==> config.mk <==
export PLATFORM = sky130hd
export DESIGN_NAME = seq_digit_adder
export DESIGN_NICKNAME = d
export VERILOG_FILES = /design/src/rtl/seq_digit_adder.sv
export SDC_FILE = /design/constraint.sdc
export NUM_CORES = 1
export LEC_CHECK = 0
export BUFFER_PORTS_ARGS = -buffer_cell sky130_fd_sc_hd__clkbuf_2
export CAP_MARGIN = 30
export CELL_PAD_IN_SITES_DETAIL_PLACEMENT = 1
export CELL_PAD_IN_SITES_GLOBAL_PLACEMENT = 1
export CORE_UTILIZATION = 44
export CTS_CLUSTER_SIZE = 28
export DETAILED_ROUTE_END_ITERATION = 7
export GPL_TIMING_DRIVEN = 0
export PLACE_DENSITY = 0.95
export SLEW_MARGIN = 20
export SYNTH_ARGS = -nofsm -noshare
export SYNTH_HDL_FRONTEND = slang
export SYNTH_SLANG_ARGS = --single-unit
==> constraint.sdc <==
create_clock -name clk -period 3.8 [get_ports clk]
set_clock_uncertainty 0.05 [all_clocks]
set_input_delay 0.76 -clock clk [delete_from_list [all_inputs] [get_ports clk]]
set_output_delay 0.76 -clock clk [all_outputs]
set_load 0.03 [all_outputs]
==> src/rtl/seq_digit_adder.sv <==
// Digit-serial ripple-carry add/subtract unit: DIGIT bits per clock, LSB digit first, valid/ready on both sides.
// Optional macro SEQ_DIGIT_ADDER_ACCUM_EN adds acc_sel to reuse the held sum as operand A.
module seq_digit_adder #(
   parameter int WIDTH = 16,
   parameter int DIGIT = 4
) (
   input  logic             clk,
   input  logic             rst_n,
   input  logic             in_valid,
   output logic             in_ready,
   input  logic [WIDTH-1:0] a,
   input  logic [WIDTH-1:0] b,
   input  logic             cin,
   input  logic             sub,
`ifdef SEQ_DIGIT_ADDER_ACCUM_EN
   input  logic             acc_sel,
`endif
   output logic             out_valid,
   input  logic             out_ready,
   output logic [WIDTH-1:0] sum,
   output logic             cout,
   output logic             ovf
);

   localparam int NDIG = WIDTH / DIGIT;
   localparam int CW   = (NDIG > 1) ? $clog2(NDIG) : 1;

   typedef enum logic [1:0] {IDLE, RUN, DONE} state_t;

   state_t           state_reg;
   logic             in_ready_reg;
   logic             out_valid_reg;
   logic [WIDTH-1:0] a_sh_reg;
   logic [WIDTH-1:0] b_sh_reg;
   logic             carry_reg;
   logic [CW-1:0]    cnt_reg;
   logic [WIDTH-1:0] sum_reg;
   logic             cout_reg;
   logic             ovf_reg;

   logic [WIDTH-1:0] a_sh_next;
   logic [WIDTH-1:0] b_sh_next;
   logic [WIDTH-1:0] sum_next;
   logic [WIDTH-1:0] a_src;
   logic [DIGIT:0]   c_chain;
   logic [DIGIT-1:0] dig_sum;
   logic             last_digit;

`ifdef SEQ_DIGIT_ADDER_ACCUM_EN
   assign a_src = acc_sel ? sum_reg : a;
`else
   assign a_src = a;
`endif

   // DIGIT-wide full-adder chain fed by the registered inter-digit carry
   assign c_chain[0] = carry_reg;
   generate
      for (genvar gi = 0; gi < DIGIT; gi++) begin : g_fa
         assign dig_sum[gi]   = a_sh_reg[gi] ^ b_sh_reg[gi] ^ c_chain[gi];
         assign c_chain[gi+1] = (a_sh_reg[gi] & b_sh_reg[gi]) |
                                (c_chain[gi] & (a_sh_reg[gi] ^ b_sh_reg[gi]));
      end
   endgenerate

   generate
      if (DIGIT < WIDTH) begin : g_multi
         localparam int RW = WIDTH - DIGIT;
         logic [RW-1:0] res_reg;
         logic [WIDTH-1:0] res_cat;

         // res_reg holds the digits finished so far, top-aligned; the last digit joins on the way out
         assign res_cat   = {dig_sum, res_reg};
         assign sum_next  = res_cat;
         assign a_sh_next = {{DIGIT{1'b0}}, a_sh_reg[WIDTH-1:DIGIT]};
         assign b_sh_next = {{DIGIT{1'b0}}, b_sh_reg[WIDTH-1:DIGIT]};

         always_ff @(posedge clk) begin
            if (!rst_n)
               res_reg <= '0;
            else if (state_reg == RUN)
               res_reg <= res_cat[WIDTH-1:DIGIT];
         end
      end else begin : g_single
         assign sum_next  = dig_sum;
         assign a_sh_next = '0;
         assign b_sh_next = '0;
      end
   endgenerate

   assign last_digit = (cnt_reg == CW'(NDIG - 1));

   always_ff @(posedge clk) begin
      if (!rst_n) begin
         state_reg     <= IDLE;
         in_ready_reg  <= 1'b1;
         out_valid_reg <= 1'b0;
         a_sh_reg      <= '0;
         b_sh_reg      <= '0;
         carry_reg     <= 1'b0;
         cnt_reg       <= '0;
         sum_reg       <= '0;
         cout_reg      <= 1'b0;
         ovf_reg       <= 1'b0;
      end else begin
         case (state_reg)
            IDLE: begin
               if (in_valid) begin
                  a_sh_reg     <= a_src;
                  b_sh_reg     <= sub ? ~b : b;
                  carry_reg    <= sub | cin;
                  cnt_reg      <= '0;
                  state_reg    <= RUN;
                  in_ready_reg <= 1'b0;
               end
            end
            RUN: begin
               a_sh_reg  <= a_sh_next;
               b_sh_reg  <= b_sh_next;
               carry_reg <= c_chain[DIGIT];
               cnt_reg   <= cnt_reg + 1'b1;
               if (last_digit) begin
                  sum_reg       <= sum_next;
                  cout_reg      <= c_chain[DIGIT];
                  ovf_reg       <= c_chain[DIGIT] ^ c_chain[DIGIT-1];
                  state_reg     <= DONE;
                  out_valid_reg <= 1'b1;
               end
            end
            DONE: begin
               if (out_ready) begin
                  state_reg     <= IDLE;
                  out_valid_reg <= 1'b0;
                  in_ready_reg  <= 1'b1;
               end
            end
            default: begin
               state_reg     <= IDLE;
               in_ready_reg  <= 1'b1;
               out_valid_reg <= 1'b0;
            end
         endcase
      end
   end

   assign in_ready  = in_ready_reg;
   assign out_valid = out_valid_reg;
   assign sum       = sum_reg;
   assign cout      = cout_reg;
   assign ovf       = ovf_reg;

endmodule
# [After elaboration in Yosys (flattened, before gate mapping)]
# Index checks and enable logic that the tools add are counted.
# Widths: inputs -> output; s select.
[totals] regBits=69 out_inout_bits=20
[op_classes] addsub=1 n_eq_ne=6 n_mux=19 n_bitwise=25 n_reduce_logical=7
[ops] cell="$pmux 16 s2" n=2
[ops] cell="$mux 16" n=3
[ops] cell="$not 16->16" n=1
[ops] cell="$reduce_and 3->1" n=3
[ops] cell="$xor 1x1->1" n=9
[ops] cell="$and 1x1->1" n=8
[ops] cell="$mux 2" n=4
[ops] cell="$ne 2x2->1 const B" n=3
[ops] cell="$pmux 1 s3" n=2
[ops] cell="$pmux 2 s3" n=1
[ops] cell="$mux 1" n=5
[ops] cell="$or 1x1->1" n=5
[ops] cell="$eq 2x2->1 const B" n=2
[ops] cell="$pmux 2 s2" n=1
[ops] cell="$reduce_and 2->1" n=2
[ops] cell="$add 2x1->2 const B" n=1
[ops] cell="$eq 2x1->1 const B" n=1
[ops] cell="$logic_not 2->1" n=1
[ops] cell="$not 1->1" n=2
[ops] cell="$pmux 1 s2" n=1
[ops] cell="$reduce_bool 2->1" n=1

# [Longest topological paths before layout]
[logic_depth] ltp_word=10 depth_mapped=10 ltp_nobuf=10

# [Worst setup path after synthesis]
# Ideal clock, no wire load.
[synth_path] path_type="register -> register" start="reg a_sh_reg[0]" end="reg sum_reg[15], in the netlist sum[15]" arrival_ps=2024 required_time_ps=3691 setup_slack_ps=1667 stages_incl_launch_ff=10 n_path_buf=0 synth_period_minus_slack_ps=2133 path_cell_list="dfxtp_1 > fa_1 > inv_1 > fa_1 > inv_1 > fa_1 > inv_1 > fa_1 > nand2_1 > o211a_1"
[synth_via] elab_chain_cells=8 word_cells_on_any_way=9 cone_classes="bitwise: 9"
[synth_lines] element="from (decl)" line_no="33" rtl="logic [WIDTH-1:0] a_sh_reg;"
[synth_lines] element="from (signal assigned)" line_no="108" rtl="a_sh_reg <= a_src;"
[synth_lines] element="from (signal assigned)" line_no="117" rtl="a_sh_reg <= a_sh_next;"
[synth_lines] element="$xor 1x1->1" line_no="61" rtl="(c_chain[gi] & (a_sh_reg[gi] ^ b_sh_reg[gi]));"
[synth_lines] element="$and 1x1->1" line_no="61"
[synth_lines] element="$or 1x1->1 *" line_no="60" rtl="assign c_chain[gi+1] = (a_sh_reg[gi] & b_sh_reg[gi]) |"
[synth_lines] element="$and 1x1->1 *" line_no="61"
[synth_lines] element="$or 1x1->1 *" line_no="60"
[synth_lines] element="$and 1x1->1 *" line_no="61"
[synth_lines] element="$or 1x1->1 *" line_no="60"
[synth_lines] element="$xor 1x1->1 *" line_no="59" rtl="assign dig_sum[gi] = a_sh_reg[gi] ^ b_sh_reg[gi] ^ c_chain[gi];"
[synth_lines] element="to (signal assigned)" line_no="122" rtl="sum_reg <= sum_next;"
[synth_lines] element="to (decl)" line_no="37" rtl="logic [WIDTH-1:0] sum_reg;"
# Mark *: on every way between the ends. The rest lies on a longest branch, timed or not.
# A chain may end at the register's enable or synchronous reset.

# [Worst setup path after layout]
# Same ends and word-level chain as after synthesis.

==> results.yml <==
setup_path:
  crit_path_frequent_cell: "sky130_fd_sc_hd__fa_1"
  timing.critical_path.required_ps: 4040
  series_of_cell_instances_along_the_critical_path: "fa_1 -> inv_1 -> fa_1 -> inv_1 -> fa_1 -> inv_1 -> fa_1 -> nand2_1 -> o211a_1"
  crit_path_start_kind: "flop"
  crit_type: "flop to flop"
  worstSetupEndpointType: "flop"
  wp_data_arrival_ps: 2530
  timing.critical_path.slowest_cell_delay_ps: 430
  worst-path-max-fanout: 2
  timing.critical_path.slowest_stage_cell: "sky130_fd_sc_hd__fa_1"
  r2r_setup_slack_ps: 1510
layout:
  mostFrequentLayoutCell: "sky130_fd_sc_hd__dfxtp_1"
  final_cell_mix: "sky130_fd_sc_hd__dfxtp_1 (69), sky130_fd_sc_hd__clkbuf_2 (57), sky130_fd_sc_hd__nand2_1 (56), sky130_fd_sc_hd__o21ai_0 (26), sky130_fd_sc_hd__nor2_1 (22)"
  antenna_cells: 0
  syn2layout_area_growth_pct: 18.4
  final_area_mm2: 0.00354
  nets: 442
  post_route_cells_drive_above_1_share: 0.225
placed_design:
  port_buffers: 55
  detailed_place.area_mm2: 0.00336
  globalplace.congestion: 0.783
  dp_wirelength_mm: 5.81
cts:
  numClockSinks: 69
  cts_setup_buffers: 0
  postCtsResizedCells: 0
  clkTransAtPathRegs_ps: 70
  clock_tree.htree_level_count: 3
  cts-buffers-inserted: 9
  cts.root.buffer_cell: "sky130_fd_sc_hd__clkbuf_8"
  cts.path.max_buffers: 2
  cts-hold-fix-buffers: 0
  cts_tree: "done"
  clock_latency_ps: 360
global_routing:
  antenna_found_initial: 0
  grt.met2_usage: 0.446
  gr-usage-all-layers: 0.240
  grt_remaining_overflow: 0
  global_route_wire_length_before_repair_mm: 13.2
  most_crowded_layer_after_global_routing: "met2"
  grt_max_degree: 12
  vias_in_the_first_global_route: 2768
  use_met3: 0.0433
  grt.met1_usage: 0.269
synthesis:
  postSynth.asyncResetShare: 0
  synth_simple_gate_area_share: 0.141
  share_of_synthesized_area_occupied_by_flip_flops_and_latches: 0.462
  netlist_instances: 333
  synthXorXnorAreaFrac: 0.0497
  synth_nets: 376
  syn-cell-area_mm2: 0.00299
  dominant_combinational_cell_family_by_area_after_synthesis: "compound AO/OA/AOI/OAI gates"
  yosys-mux-area-fraction: 0
  synth_edf_count: 0
  post_synthesis_mean_instance_area_um2: 8.99
  netlist-cell-type-count: 35
  synth_flop_cell: "sky130_fd_sc_hd__dfxtp_1"
  synth_compound_area_frac: 0.254
  postSynthRegisterBits: 69
  synthAdderAreaFrac: 0.0309
  yosys_warnings: 0
outcome:
  violations_in_the_final_reports: "DRC"
  outcome: "complete, but fails checks"
route:
  total_wirelength_mm: 7.94
  antenna_left: 0
  dr_total_vias: 2587
  drc_errors: 3
  route.detailed.wl_per_inst_um: 16.5
  detailedRoute.firstPassIterationCount: 8
  dr.first_iter.drc_count: 68
  route.detailed.vias_per_inst: 5.38
die:
  dieWidth_um: 84.5
  dieArea_mm2: 0.00714
  die_h_um: 84.5
  num_rows: 29
  design.portCount: 58
  core_area_mm2: 0.00646
  start_util: 0.463
hold_path:
  timing.hold.worst.class: "flop to flop"
sta:
  max_freq_mhz: 437
  final-setup-viol-count: 0
  fin_setup_tns_ps: 0
  rsz0062_at_grt: "false"
  layout_min_cycle_time_ps: 2290
  timing_max_transition_violations_final: 0
  layout_worst_path_cycle_share: 0.602
  max_slew_margin: 0.667
  worst_pin_slew_ps: 500
  hold_violations: 0
pwr:
  static-leakage-power_nw: 1.47
  worst_ir_drop_vdd_mv: 0.179
  power.density_cell_area_mw_per_mm2: 441
job:
  max-cap-violations: 0
==> per-layer routing <==
layer	up-vias	routed length [um]
met3	15	267
li1	1271	-
met1	1238	3350
met5	-	0
met2	63	4130
met4	0	189
==> Yosys cell counts, drive strengths merged, types with 2 or more instances <==
master	n	area, um^2
a211oi	10	75.1
a21boi	26	195
a21oi	13	65.1
a221oi	2	17.5
a22oi	9	67.6
buf	16	106
clkbuf	11	43.8
dfxtp	69	1380
fa	4	80.1
inv	10	37.5
nand2	56	210
nand2b	2	12.5
nor2	22	82.6
nor2b	10	62.6
o211a	6	60.1
o21a	2	15.0
o21ai	26	130
o22ai	2	12.5
o2bb2ai	10	87.6
xnor2	13	114
xor2	4	35.0
==> worst paths after layout <==
check	from	to	cells after the start
worst min-delay path	sum[12]	sum[12]	2
worst max register to register	a_sh_reg[0]	sum[15]	9
worst max-delay path	a_sh_reg[0]	sum[15]	9
worst min register to register	sum[12]	sum[12]	2
==> worst max-delay path: cells and delay by family (launching register included) <==
family | cells | cell delay (ps)
compound gates | 1 | 140
flops | 1 | 340
buf+inv | 3 | 220
fa+ha+maj | 4 | 1400
simple gates | 1 | 80
==> through the flow <==
stage | hold WS, ps | util | instances | setup WS [ps] | total power (W)
finish | 404 | 0.549 | 481 | 1510 | 0.00156
global route | 429 | 0.549 | 481 | 1370 | 0.00162
CTS | 408 | 0.549 | 481 | 1490 | 0.00157
detailed placement | 397 | 0.521 | 465 | 1510 | 0.00102
global placement | 391 | 0.521 | 465 | 1550 | 0.00101
floorplan | 381 | - | 333 | 1670 | 0.000947
==> power by group <==
group          internal, W  switching, W  leakage [nW]
sequential        0.000766     0.0000288         0.565
combinational    0.0000943      0.000122         0.816
clock             0.000272      0.000279        0.0857
total              0.00113      0.000429          1.47
==> cell type report <==
| class | count | area (um^2) |
|---|---|---|
| well taps | 77 | 96.3 |
| clock buffers | 13 | 159 |
| fillers | 801 | 2920 |
| repair buffers | 55 | 275 |
| flip-flops and latches | 69 | 1380 |
| plain buffers | 27 | 150 |
| multi-input cells | 227 | 1420 |
| inverters | 10 | 37.5 |
| clock inverters | 3 | 20.0 |
==> logic make-up (layout without fill, tap and decap cells) <==
kind of cell | Yosys count | count (layout)
adder cells (fa/ha/maj) | 5 | 5
buffers and inverters | 37 | 108
XOR/XNOR | 17 | 17
AND/OR/NAND/NOR | 96 | 96
AO/OA/AOI/OAI | 109 | 109
flip-flops | 69 | 69
No activity file was read; power rests on OpenSTA's default activity.
